**src/rtl/npc_fetch_ctrl_if.sv**
```systemverilog
`default_nettype none
// +----------------------------------------------------------------------+
// | npc_fetch_ctrl_if                                                    |
// | Single-outstanding instruction-memory request/ack bus.               |
// | Rev 1.0                                                              |
// +----------------------------------------------------------------------+
interface npc_fetch_ctrl_if #(
   parameter int ADDR_W = 32
);
   logic              imem_req;
   logic [ADDR_W-1:0] imem_addr;
   logic              imem_ack;
   logic [31:0]       imem_rdata;

   modport master (
      output imem_req,
      output imem_addr,
      input  imem_ack,
      input  imem_rdata
   );

   modport slave (
      input  imem_req,
      input  imem_addr,
      output imem_ack,
      output imem_rdata
   );
endinterface
`default_nettype wire

```
**src/rtl/npc_fetch_ctrl.sv**
```systemverilog
`default_nettype none
// +----------------------------------------------------------------------+
// | npc_fetch_ctrl                                                       |
// | PC/NPC sequencing, imem fetch handshake, one-entry ID buffer and     |
// | delay-slot redirects. Optional macro: NPC_EXC_REDIRECT_EN.           |
// | Rev 1.0                                                              |
// +----------------------------------------------------------------------+
module npc_fetch_ctrl #(
   parameter int                ADDR_W  = 32,
   parameter logic [ADDR_W-1:0] PC_INIT = 32'h0000_3000
) (
   input  logic              clk,
   input  logic              reset,
   input  logic [ADDR_W-1:0] pc,
   output logic [ADDR_W-1:0] npc,
   output logic              pc_en,
   npc_fetch_ctrl_if.master  imem,
   input  logic              redirect_valid,
   input  logic [ADDR_W-1:0] redirect_target,
`ifdef NPC_EXC_REDIRECT_EN
   input  logic              exc_valid,
   input  logic [ADDR_W-1:0] exc_target,
`endif
   output logic [31:0]       instr,
   output logic [ADDR_W-1:0] instr_pc,
   output logic              instr_valid,
   input  logic              id_stall
);

`ifdef NPC_EXC_REDIRECT_EN
   typedef enum logic [1:0] {S_INIT = 2'd0, S_FETCH = 2'd1, S_DRAIN = 2'd2} state_t;
`else
   typedef enum logic [1:0] {S_INIT = 2'd0, S_FETCH = 2'd1} state_t;
`endif

   state_t            r_state;
   logic              r_busy;
   logic              r_pend;
   logic [ADDR_W-1:0] r_pend_target;
   logic [31:0]       r_instr;
   logic [ADDR_W-1:0] r_instr_pc;
   logic              r_instr_valid;
`ifdef NPC_EXC_REDIRECT_EN
   logic [ADDR_W-1:0] r_exc_target;
   logic              w_exc_fire;
`endif

   logic              w_req;
   logic              w_ack;
   logic              w_fill;
   logic [ADDR_W-1:0] w_sel;

   always_comb begin
      w_req  = 1'b0;
      w_sel  = pc + ADDR_W'(4);
`ifdef NPC_EXC_REDIRECT_EN
      w_exc_fire = 1'b0;
`endif
      if (redirect_valid)
         w_sel = redirect_target;
      else if (r_pend)
         w_sel = r_pend_target;

      // r_busy keeps a raised request up until its ack even if ID stalls.
      if (!reset) begin
         case (r_state)
            S_FETCH: w_req = r_busy || !r_instr_valid || !id_stall;
`ifdef NPC_EXC_REDIRECT_EN
            S_DRAIN: w_req = r_busy;
`endif
            default: w_req = 1'b0;
         endcase
`ifdef NPC_EXC_REDIRECT_EN
         // An idle exception redirects at once, so no new fetch may start.
         if (r_state == S_FETCH && exc_valid && !r_busy)
            w_req = 1'b0;
`endif
      end

      w_ack  = w_req && imem.imem_ack;
      w_fill = w_ack;
      pc_en  = w_ack;

`ifdef NPC_EXC_REDIRECT_EN
      if (!reset && r_state == S_FETCH && exc_valid) begin
         w_fill = 1'b0;
         if (!r_busy || w_ack) begin
            w_exc_fire = 1'b1;
            w_sel      = exc_target;
         end
      end
      if (!reset && r_state == S_DRAIN && w_ack) begin
         w_exc_fire = 1'b1;
         w_sel      = exc_valid ? exc_target : r_exc_target;
      end
      if (w_exc_fire)
         pc_en = 1'b1;
`endif

      npc = w_sel & ~ADDR_W'(3);
   end

   always_ff @(posedge clk) begin
      if (reset) begin
         r_state       <= S_INIT;
         r_busy        <= 1'b0;
         r_pend        <= 1'b0;
         r_pend_target <= '0;
         r_instr       <= '0;
         r_instr_pc    <= PC_INIT;
         r_instr_valid <= 1'b0;
`ifdef NPC_EXC_REDIRECT_EN
         r_exc_target  <= '0;
`endif
      end else begin
         r_busy <= w_req && !w_ack;
         case (r_state)
            S_INIT: r_state <= S_FETCH;
            S_FETCH: begin
               if (w_fill) begin
                  r_instr       <= imem.imem_rdata;
                  r_instr_pc    <= pc;
                  r_instr_valid <= 1'b1;
               end else if (r_instr_valid && !id_stall) begin
                  r_instr_valid <= 1'b0;
               end
               // The in-flight fetch is the delay slot; the target waits for its ack.
               if (redirect_valid && !w_ack) begin
                  r_pend        <= 1'b1;
                  r_pend_target <= redirect_target;
               end else if (w_ack) begin
                  r_pend <= 1'b0;
               end
`ifdef NPC_EXC_REDIRECT_EN
               if (exc_valid) begin
                  r_pend        <= 1'b0;
                  r_instr_valid <= 1'b0;
                  if (!w_exc_fire) begin
                     r_state      <= S_DRAIN;
                     r_exc_target <= exc_target;
                  end
               end
`endif
            end
`ifdef NPC_EXC_REDIRECT_EN
            S_DRAIN: begin
               r_pend        <= 1'b0;
               r_instr_valid <= 1'b0;
               if (exc_valid)
                  r_exc_target <= exc_target;
               if (w_ack)
                  r_state <= S_FETCH;
            end
`endif
            default: r_state <= S_INIT;
         endcase
      end
   end

   assign imem.imem_req  = w_req;
   assign imem.imem_addr = pc;
   assign instr          = r_instr;
   assign instr_pc       = r_instr_pc;
   assign instr_valid    = r_instr_valid;

endmodule
`default_nettype wire

```
**src/flat_wrapper.sv**
```systemverilog
// flat-port wrapper written by rule: the top's interface ports become plain ports
module npc_fetch_ctrl_flat 
#(
   parameter int                ADDR_W  = 32,
   parameter logic [ADDR_W-1:0] PC_INIT = 32'h0000_3000
)
  (clk, reset, pc, npc, pc_en, redirect_valid, redirect_target, instr, instr_pc, instr_valid, id_stall, imem_imem_req, imem_imem_addr, imem_imem_ack, imem_imem_rdata);
  npc_fetch_ctrl_if #(.ADDR_W(ADDR_W)) imem_i ();
  input  logic clk;
  input  logic reset;
  input  logic [ADDR_W-1:0] pc;
  output logic [ADDR_W-1:0] npc;
  output logic pc_en;
  input  logic redirect_valid;
  input  logic [ADDR_W-1:0] redirect_target;
  output logic [31:0] instr;
  output logic [ADDR_W-1:0] instr_pc;
  output logic instr_valid;
  input  logic id_stall;
  output wire logic [$bits(imem_i.imem_req)-1:0] imem_imem_req;
  output wire logic [$bits(imem_i.imem_addr)-1:0] imem_imem_addr;
  input wire logic [$bits(imem_i.imem_ack)-1:0] imem_imem_ack;
  input wire logic [$bits(imem_i.imem_rdata)-1:0] imem_imem_rdata;
  assign imem_imem_req = imem_i.imem_req;
  assign imem_imem_addr = imem_i.imem_addr;
  assign imem_i.imem_ack = imem_imem_ack;
  assign imem_i.imem_rdata = imem_imem_rdata;
  npc_fetch_ctrl #(.ADDR_W(ADDR_W), .PC_INIT(PC_INIT)) u_core (.clk(clk), .reset(reset), .pc(pc), .npc(npc), .pc_en(pc_en), .imem(imem_i), .redirect_valid(redirect_valid), .redirect_target(redirect_target), .instr(instr), .instr_pc(instr_pc), .instr_valid(instr_valid), .id_stall(id_stall));
endmodule
```
**config.mk**
```make
export PLATFORM = sky130hd
export DESIGN_NAME = npc_fetch_ctrl_flat
export DESIGN_NICKNAME = d
export VERILOG_FILES = /design/src/rtl/npc_fetch_ctrl_if.sv /design/src/rtl/npc_fetch_ctrl.sv /design/src/flat_wrapper.sv
export SDC_FILE = /design/constraint.sdc
export NUM_CORES = 1
export LEC_CHECK = 0
export ABC_AREA = 0
export CAP_MARGIN = 5
export CORE_UTILIZATION = 45
export CTS_CLUSTER_DIAMETER = 50
export CTS_CLUSTER_SIZE = 30
export DETAILED_ROUTE_END_ITERATION = 16
export GPL_TIMING_DRIVEN = 0
export PLACE_DENSITY = 0.92
export RECOVER_POWER = 100
export SLEW_MARGIN = 0
export SYNTH_ARGS = -nofsm -noshare
export SYNTH_HDL_FRONTEND = slang
export SYNTH_SLANG_ARGS = --single-unit
```
**constraint.sdc**
```tcl
create_clock -name clk -period 8.7 [get_ports clk]
set_clock_uncertainty 0.05 [all_clocks]
set_input_delay 2.61 -clock clk [delete_from_list [all_inputs] [get_ports clk]]
set_output_delay 2.61 -clock clk [all_outputs]
set_load 0.01 [all_outputs]
```
==> metrics.cfg <==
[outcome]
status=finished, final reports clean

[cts]
cts_num_sinks=98
tritoncts=built
cts.htree.levels=3
clock-root-buffer=clkbuf_8
cts_inserted_buffers=9
worstSkewPairLatency_ns=0.35
cts_buffer_depth=2
cts_hold_buf=0
ctsResizeCount=0
clkTransAtPathRegs_ns=0.10
post-cts-setup-buffer-count=0

[final_layout]
finalInstanceArea_um2=7533
final_cells=1033
area_delta_synth_final_pct=52.24
diodes=0
multi_input_area_um2=2482
drive_gt1_frac=0.06466
nNetsFinal=994
fillerInstances=839
utilization=0.7169
regArea_um2=1962

[setup_path]
path_class=input pin to output pin
end_kind=output pin
cp_num_buf_inv=3
worstPathArrival_ns=5.74
cpPeakStageDelay_ns=0.72
critical-path-slowest-cell=dlygate4sd3_1
r2r_slack_ns=6.13
crit_chain=dlygate4sd3_1, nand4_1, or4_1, clkbuf_1, or4_1, nand3_1, dlygate4sd3_1
crit_path_start_kind=input pin
cp_data_required_time_ns=6.04
path_max_fanout=10
critPathTopFamily=simple AND/OR/NAND/NOR gates

[logic_synthesis]
syn_inst=657
avgSynthCellArea_um2=7.532
synth_cell_types=47
synth-async-reset-ratio=0
synth_top_area_share=0.3965
synth_area_leaders=dfxtp_1 40%, nand2_1 13%, a21oi_1 8.4%, mux2i_1 6.9%, buf_4 5.2%
synth_edf_count=0
synth_flop_cell=dfxtp_1
yosysMostFrequentCell=nand2_1
yosys_register_bits=98
synth_area_leader_cell=dfxtp_1
synthTopCellsByCount=166 x nand2_1, 98 x dfxtp_1, 83 x a21oi_1
yosysWarnings=0
netlist_area_um2=4948
ys_seq_area_frac=0.3965

[detailed_routing]
drt_iter0_markers=353
finalWirelength_mm=16.32
num_vias=5495
viasPerCell=5.319
final_antenna_net_count=0
drt-pass1-iter-count=5
drc_errors=0
wl_per_cell_um=15.80

[timing]
fin_ws_ns=0.2991
max_slew_margin=0.2771
finalCritPeriodShare=0.9656
slew_viol_final=0
hold_viol=0
setup_viol=0
max_freq_ghz=0.1190
min_period_ns=8.401
rsz0062_at_grt=false
final.setup.tns_ns=0
worst_pin_slew_ns=1.071

[global_route]
met3_usage=0.08389
grt_max_degree=19
grt_usage=0.2829
grt_first_pass_wirelength_mm=25.21
met2_usage=0.4857
grt-busiest-layer=met2
overflow=0
grt_use_met1=0.3405
antenna_found_initial=0
grt_pass1_vias=5037

[floorplan]
die_height_um=106.9
core_area_um2=10510
die-area_um2=11420
rows=37
io_pins=232
die_w_um=106.9
start_util=0.4709

[power_and_ir_drop]
power_density_nw_per_um2=133.0
peakVddDrop_uv=88.45
leakagePower_nw=3.102

[placed_design]
port_buffers=223
dpl_cell_area_um2=7355
dp_cells=1017
place.gp.congestion=0.8792
dp_hpwl_mm=12.61
place_ws_ns=0.4874

[flow_run]
drv_cap=0

[worst_hold_path]
hold_class=flop to flop

[worst min-delay path, stage by stage, from the launching register on]
cell     delay [ns]
dfxtp_1        0.32
nand2_1        0.05
a21oi_1        0.05
[through the flow]
stage / total power, mW / hold slack [ns]
floorplan: 0.5894 / 0.3998
global placement: 0.7304 / 0.3911
detailed placement: 0.7333 / 0.3953
CTS: 1.022 / 0.4084
global route: 1.049 / 0.4258
finish: 1.002 / 0.4066
[final timing paths]
check,startpoint,to,depth (start not counted)
worst max register to register,u_core.instr_valid,u_core.r_pend_target[16],5
worst max-delay path,pc[2],npc[25],7
worst min register to register,u_core.instr_pc[8],u_core.instr_pc[8],2
worst min-delay path,u_core.instr_pc[8],u_core.instr_pc[8],2
[kinds of logic (layout without fill, tap and decap cells)]
group,count (synthesis),count (layout),synth area share
xor+xnor,11,11,0.01947
fa+ha+maj,1,1,0.002528
mux,35,35,0.07105
compound gates,122,122,0.1403
buf+inv,95,334,0.1006
flops,98,98,0.3965
simple gates,294,294,0.2688
other cells,1,2,0.0007578
[cell usage in the layout, fill, tap and decap left out, drive strengths merged, types with 2 or more instances in the layout]
cell type,instances
clkdlybuf4s50,98
o31ai,3
dlygate4sd3,125
buf,37
nor2,50
o21ai,11
o311ai,3
conb,2
inv,17
a21oi,83
nor4,7
or4b,2
o221ai,2
a221oi,4
clkbuf,55
o21a,3
and4,3
nor3,8
mux2i,34
and2,2
or4,11
nand2,166
dfxtp,98
nor3b,4
nand2b,5
o211ai,10
xnor2,11
nand3,22
nand4,8
[state kept, by name (all words and copies together), names as in the netlist]
name and flops:
u_core.instr 32, u_core.instr_pc 32, u_core.r_pend_target 30, u_core.instr_valid 1
u_core.r_busy 1, u_core.r_pend 1, u_core.r_state 1
[where the power goes]
group          total (mW)  internal, mW  switching [mW]
sequential          0.474         0.466         0.00833
clock               0.290         0.119           0.171
combinational       0.239         0.122           0.116
total                1.00         0.707           0.295
[layout make-up]
class	instances	share of cell area
multi-input combinational	465	0.3295
timing repair buffer	223	0.2963
sequential	98	0.2604
buffer	82	0.05896
tap	136	0.02259
clock buffer	10	0.01827
clock inverter	6	0.007474
inverter	13	0.006477
[routing by layer]
metal,vias up,routed length (µm)
met5,-,0
met4,0,280
met3,25,1508
met2,261,8024
met1,2538,6504
li1,2671,-
(Power assumes the default switching activity.)
